==> config.mk <==
export PLATFORM = sky130hd
export DESIGN_NAME = psk_modulator
export DESIGN_NICKNAME = d
export VERILOG_FILES = /design/src/rtl/psk_modulator.sv
export SDC_FILE = /design/constraint.sdc
export NUM_CORES = 1
export LEC_CHECK = 0
export CAP_MARGIN = 20
export CORE_ASPECT_RATIO = 0.7
export CORE_MARGIN = 4
export CORE_UTILIZATION = 50
export CTS_BUF_LIST = sky130_fd_sc_hd__clkbuf_4 sky130_fd_sc_hd__clkbuf_8
export CTS_CLUSTER_DIAMETER = 200
export DETAILED_ROUTE_END_ITERATION = 8
export PLACE_DENSITY_LB_ADDON = 0.1
export SLEW_MARGIN = 20
export SYNTH_ARGS = -nofsm -noshare
export SYNTH_HDL_FRONTEND = slang
export SYNTH_SLANG_ARGS = --single-unit
==> constraint.sdc <==
create_clock -name clk -period 1.98 [get_ports clk]
set_input_delay 0.198 -clock clk [delete_from_list [all_inputs] [get_ports clk]]
set_output_delay 0.198 -clock clk [all_outputs]
set_load 0.03 [all_outputs]
==> src/rtl/psk_modulator.sv <==
// -----------------------------------------------------------------------------
// psk_modulator
//
// BPSK transmitter. Bytes arrive over a valid/ready handshake into a
// single-entry holding register. Each frame starts with SYNC_WORD and is
// followed by one or more data bytes. The frame is serialized MSB first at one
// bit per symbol period, and each bit inverts or passes an NCO-derived
// square-wave carrier.
//
// Ports:
//   clk     in   system clock
//   rst_in  in   asynchronous active-low reset
//   fcw     in   carrier frequency control word, accumulated every cycle
//   data    in   byte to transmit
//   valid   in   data valid; a transfer happens when valid && ready
//   ready   out  holding register empty
//   sig     out  registered modulated carrier (carrier ^ symbol)
//   busy    out  frame in progress (state != IDLE)
//   done    out  one-cycle pulse after the last symbol boundary of a frame
// -----------------------------------------------------------------------------
module psk_modulator #(
    parameter int         SYM_CYCLES = 64,
    parameter logic [7:0] SYNC_WORD  = 8'hA5,
    parameter int         FCW_W      = 13
) (
    input  logic             clk,
    input  logic             rst_in,
    input  logic [FCW_W-1:0] fcw,
    input  logic [7:0]       data,
    input  logic             valid,
    output logic             ready,
    output logic             sig,
    output logic             busy,
    output logic             done
);

    localparam int               CNT_W    = $clog2(SYM_CYCLES);
    localparam logic [CNT_W-1:0] SYM_LAST = CNT_W'(SYM_CYCLES - 1);

    typedef enum logic [1:0] {
        ST_IDLE = 2'd0,
        ST_SYNC = 2'd1,
        ST_DATA = 2'd2
    } state_t;

    state_t           r_state;
    state_t           w_state_next;

    logic [FCW_W-1:0] r_phase;
    logic [CNT_W-1:0] r_sym_cnt;

    logic [7:0]       r_hold;
    logic             r_hold_full;

    logic [7:0]       r_shift;
    logic [7:0]       w_shift_next;
    logic             r_sym;
    logic             w_sym_next;
    logic [2:0]       r_bit_cnt;
    logic [2:0]       w_bit_cnt_next;

    logic             r_sig;
    logic             r_done;
    logic             w_done_next;
    logic             w_load;

    logic             w_boundary;
    logic             w_last_bit;
    logic             w_xfer;
    logic             w_carrier;

    assign w_boundary = (r_sym_cnt == SYM_LAST);
    assign w_last_bit = (r_bit_cnt == 3'd7);
    assign w_xfer     = valid && !r_hold_full;
    assign w_carrier  = r_phase[FCW_W-1];

    assign ready = !r_hold_full;
    assign busy  = (r_state != ST_IDLE);
    assign sig   = r_sig;
    assign done  = r_done;

    // -------------------------------------------------------------------------
    // Carrier NCO and symbol grid: both free-run in every state so that a
    // frame always starts on a symbol boundary.
    // -------------------------------------------------------------------------
    // NOTE: sequential state uses non-blocking assignments so every register
    // samples the pre-edge values of the others, independent of block order.
    always_ff @(posedge clk or negedge rst_in) begin
        if (!rst_in) begin
            r_phase   <= '0;
            r_sym_cnt <= '0;
        end else begin
            r_phase   <= r_phase + fcw;
            r_sym_cnt <= w_boundary ? '0 : r_sym_cnt + 1'b1;
        end
    end

    // -------------------------------------------------------------------------
    // FSM: state register
    // -------------------------------------------------------------------------
    always_ff @(posedge clk or negedge rst_in) begin
        if (!rst_in) begin
            r_state <= ST_IDLE;
        end else begin
            r_state <= w_state_next;
        end
    end

    // -------------------------------------------------------------------------
    // FSM: next-state logic. Transitions only happen on a symbol boundary.
    // -------------------------------------------------------------------------
    // NOTE: every combinational output gets a default first, so no path can
    // leave it unassigned and infer a latch.
    always_comb begin
        w_state_next = r_state;
        if (w_boundary) begin
            case (r_state)
                ST_IDLE: begin
                    if (r_hold_full) begin
                        w_state_next = ST_SYNC;
                    end
                end
                ST_SYNC, ST_DATA: begin
                    // The byte held since IDLE guarantees SYNC always moves
                    // on to DATA; in DATA an empty hold ends the frame.
                    if (w_last_bit) begin
                        w_state_next = r_hold_full ? ST_DATA : ST_IDLE;
                    end
                end
                default: w_state_next = ST_IDLE;
            endcase
        end
    end

    // -------------------------------------------------------------------------
    // FSM: outputs - next shift/symbol/bit count, hold load and done pulse.
    // -------------------------------------------------------------------------
    always_comb begin
        w_shift_next   = r_shift;
        w_sym_next     = r_sym;
        w_bit_cnt_next = r_bit_cnt;
        w_load         = 1'b0;
        w_done_next    = 1'b0;
        if (w_boundary) begin
            case (r_state)
                ST_IDLE: begin
                    // The held byte stays put; it is loaded after the sync byte.
                    if (r_hold_full) begin
                        w_shift_next   = SYNC_WORD;
                        w_sym_next     = SYNC_WORD[7];
                        w_bit_cnt_next = 3'd0;
                    end
                end
                ST_SYNC, ST_DATA: begin
                    if (!w_last_bit) begin
                        w_shift_next   = {r_shift[6:0], 1'b0};
                        w_sym_next     = r_shift[6];
                        w_bit_cnt_next = r_bit_cnt + 3'd1;
                    end else if (r_hold_full) begin
                        w_load         = 1'b1;
                        w_shift_next   = r_hold;
                        w_sym_next     = r_hold[7];
                        w_bit_cnt_next = 3'd0;
                    end else begin
                        w_shift_next   = 8'h00;
                        w_sym_next     = 1'b0;
                        w_bit_cnt_next = 3'd0;
                        w_done_next    = 1'b1;
                    end
                end
                default: begin
                    w_sym_next = 1'b0;
                end
            endcase
        end
    end

    // -------------------------------------------------------------------------
    // Holding register. A transfer and a load in the same cycle leave the new
    // byte in hold with hold_full still set; the load reads the old byte.
    // -------------------------------------------------------------------------
    always_ff @(posedge clk or negedge rst_in) begin
        if (!rst_in) begin
            r_hold      <= 8'h00;
            r_hold_full <= 1'b0;
        end else begin
            if (w_xfer) begin
                r_hold <= data;
            end
            if (w_xfer) begin
                r_hold_full <= 1'b1;
            end else if (w_load) begin
                r_hold_full <= 1'b0;
            end
        end
    end

    // -------------------------------------------------------------------------
    // Serializer, output register and done pulse
    // -------------------------------------------------------------------------
    always_ff @(posedge clk or negedge rst_in) begin
        if (!rst_in) begin
            r_shift   <= 8'h00;
            r_sym     <= 1'b0;
            r_bit_cnt <= 3'd0;
            r_sig     <= 1'b0;
            r_done    <= 1'b0;
        end else begin
            r_shift   <= w_shift_next;
            r_sym     <= w_sym_next;
            r_bit_cnt <= w_bit_cnt_next;
            r_sig     <= w_carrier ^ r_sym;
            r_done    <= w_done_next;
        end
    end

endmodule

==> impl_metrics.yaml <==
cts:
  cts_made_buffers: 5
  clk_pin_slew_ps: 80
  clockRootBuffer: "clkbuf_8"
  cts_tree: "done"
  postCtsSetupRepairBufs: 0
  clk_latency_ps: 300
  cts-htree-levels: 2
  cts_buffer_depth: 2
  cts.sinks: 43
power_and_ir_drop:
  ir_worst_vdd_mv: 0.836
  power_leakage_nw: 1.24
  p_per_area_mw_per_mm2: 1190
yosys:
  synth.avg_cell_area_um2: 10.8
  yosysTopAreaCellShare: 0.480
  synth_cell_types: 44
  synth_nets: 250
  ys.warnings.count: 0
  synth_area_leaders: "dfrtp_1 48%, ha_1 9.5%, mux2_2 4.0%"
  synth_edf_count: 0
  syn_inst: 208
  netlist_area_mm2: 0.00224
  seq_area_frac_synth: 0.480
  ys.flop_type: "dfrtp_1"
  synth_top_area_cell: "dfrtp_1"
  synth_seq_cells: 43
  synthArstFlopShare: 1.00
timing:
  final.setup.worst_slack_ps: 69.4
  period_minus_slack_ps: 1910
  slew-limit-headroom: 0.634
  skew_ps: 4.74
  finalHoldViolations: 0
  setup_viol: 0
  tightest_slew_ps: 549
  rsz0062_at_grt: "no"
  slew_viol_final: 0
  hold_slack_ps: 482
  period_share: 0.965
  fmax_mhz: 523
worst_setup_path:
  end_kind: "flop"
  r2r_setup_slack_ps: 70
  arrival_ps: 2090
  critPathKind: "reg2reg"
  cp.required_ps: 2160
  r2r_end: "r_phase[10]"
  r2r_start: "r_phase[0]"
  reg2reg_depth: 7
  cp-start-kind: "flop"
  path_max_fanout: 2
cells_and_area:
  fill_cells: 341
  areaGrowthSynthToFinish_pct: 23.5
  drive_gt1_frac: 0.173
  final_cell_mix: "43 x dfrtp_1, 25 x clkdlybuf4s50_1, 21 x nor2_1, 16 x ha_1, 12 x nand2_1"
  layout_commonest_cell: "dfrtp_1"
  antenna_cells: 0
  nets: 291
floorplanning:
  dieArea_mm2: 0.00563
  fp.coreArea_mm2: 0.00433
  die_w_um: 88.0
  io_pins: 28
  die_y_um: 64.0
  start_util: 0.518
  rows: 20
drt:
  wl_per_cell_um: 14.6
  drtIter0Drc: 86
  firstDrtPassIters: 4
  vias: 1701
  wl_mm: 4.45
  drcViolationCount: 0
  routed_via_density: 5.60
  detail-route-antenna-nets: 0
placed_design:
  dpl_worst_slack_ps: -358
  hpwlAfterDp_mm: 3.24
  io_buffers: 27
  place_congestion: 0.810
worst_hold_path:
  hold_end: "sig"
  min_from: "r_sym"
  worstHoldPathType: "reg2reg"
  min_path_cells: 1
run:
  timing.max_cap.violations: 0
grt:
  grtUsageTotal: 0.171
  grt_max_degree: 44
  grt_pass1_vias: 1635
  grt.overflow.total: 0
  grt_pass1_wl_mm: 7.48
  antenna_found_initial: 0
run_status:
  status: "complete, no violations"
-- per-layer routing --
| metal | share of wire | vias up | global-route usage |
|---|---|---|---|
| met5 | 0 | - | 0 |
| met4 | 0.011 | 0 | 0.0453 |
| met3 | 0.059 | 6 | 0.0528 |
| met2 | 0.42 | 40 | 0.255 |
| met1 | 0.51 | 823 | 0.242 |
| li1 | - | 832 | - |
-- how the worst max path moves through the flow --
stage	start	end	depth (start not counted)
final	r_phase[0]	r_phase[10]	7
after global placement	fcw[0]	r_phase[10]	8
after CTS	r_phase[0]	r_phase[10]	7
after detailed placement	fcw[0]	r_phase[10]	8
after global routing	r_phase[0]	r_phase[10]	7
after floorplan	r_phase[0]	r_phase[10]	7
-- flip-flops by register name (all words and copies together), names as in the netlist --
register / flops
done: 1
r_sym: 1
r_hold_full: 1
r_phase: 13
sig: 1
r_shift: 7
r_sym_cnt: 6
r_hold: 8
r_bit_cnt: 3
r_state: 2
-- Yosys cell counts, types with 2 or more instances --
library cell and number:
a211oi_1 4, a21o_1 4, a21oi_1 9, a21oi_2 6
a221oi_1 2, a22o_1 2, a22oi_1 4, a31oi_1 2
and3_1 3, buf_2 3, dfrtp_1 43, ha_1 17
inv_1 7, mux2_2 8, mux2i_1 3, nand2_1 12
nand3_1 5, nor2_1 21, nor2b_1 4, nor3_1 5
nor4_1 2, o21ai_0 10, o21ai_1 2, o31ai_1 2
xnor2_1 3, xor2_1 7
-- critical path, cell delays in order, from the launching register on --
cell and delay [ps]:
dfrtp_1 380, ha_2 190, fa_2 400, a211oi_4 270, o21ai_2 90, a31oi_2 210, o21ai_1 110, xor2_1 150
-- power by group --
group | total [mW] | leakage (nW) | switching (mW) | internal (mW)
sequential | 1.20 | 0.530 | 0.0994 | 1.10
combinational | 1.41 | 0.658 | 0.727 | 0.684
clock | 0.679 | 0.0547 | 0.296 | 0.384
total | 3.29 | 1.24 | 1.12 | 2.17
-- area by class of cell --
cell class                      instances  area, um^2  area share
Clock buffer                            6        76.3      0.0276
Timing Repair Buffer                   38         349       0.126
Multi-Input combinational cell        153        1140       0.411
Inverter                                8        30.0      0.0109
Tap cell                               55        68.8      0.0249
Sequential cell                        43        1080       0.389
Clock inverter                          1        30.0      0.0109
-- stage by stage --
stage	cell area (um^2)	std cells	TNS, ps	power [mW]	utilization
floorplan	2240	208	0	2.13	-
global placement	2620	296	-806	2.49	0.606
detailed placement	2620	296	-1030	2.55	0.606
CTS	2750	304	0	3.25	0.634
global route	2770	304	0	3.54	0.639
finish	2770	304	0	3.29	0.639
-- kinds of logic after synthesis --
family / Yosys count / share of synthesized area
AOI/OAI and AO/OA: 54 / 0.168
adders and majority gates: 18 / 0.104
buffers and inverters: 12 / 0.0251
muxes: 11 / 0.0536
and+or+nand+nor: 60 / 0.131
DFF: 43 / 0.480
xor gates and xnor gates: 10 / 0.0391
-- timing repair --
| item | in CTS | in global routing |
|---|---|---|
| hold buffers | 1 | 0 |
| endpoints found under the setup margin | 3 | 2 |
| endpoints found under the hold margin | 43 | 0 |
| pin swaps | 2 | 4 |
| resized for setup | 3 | 4 |
Power figures use the tool's default switching activity.
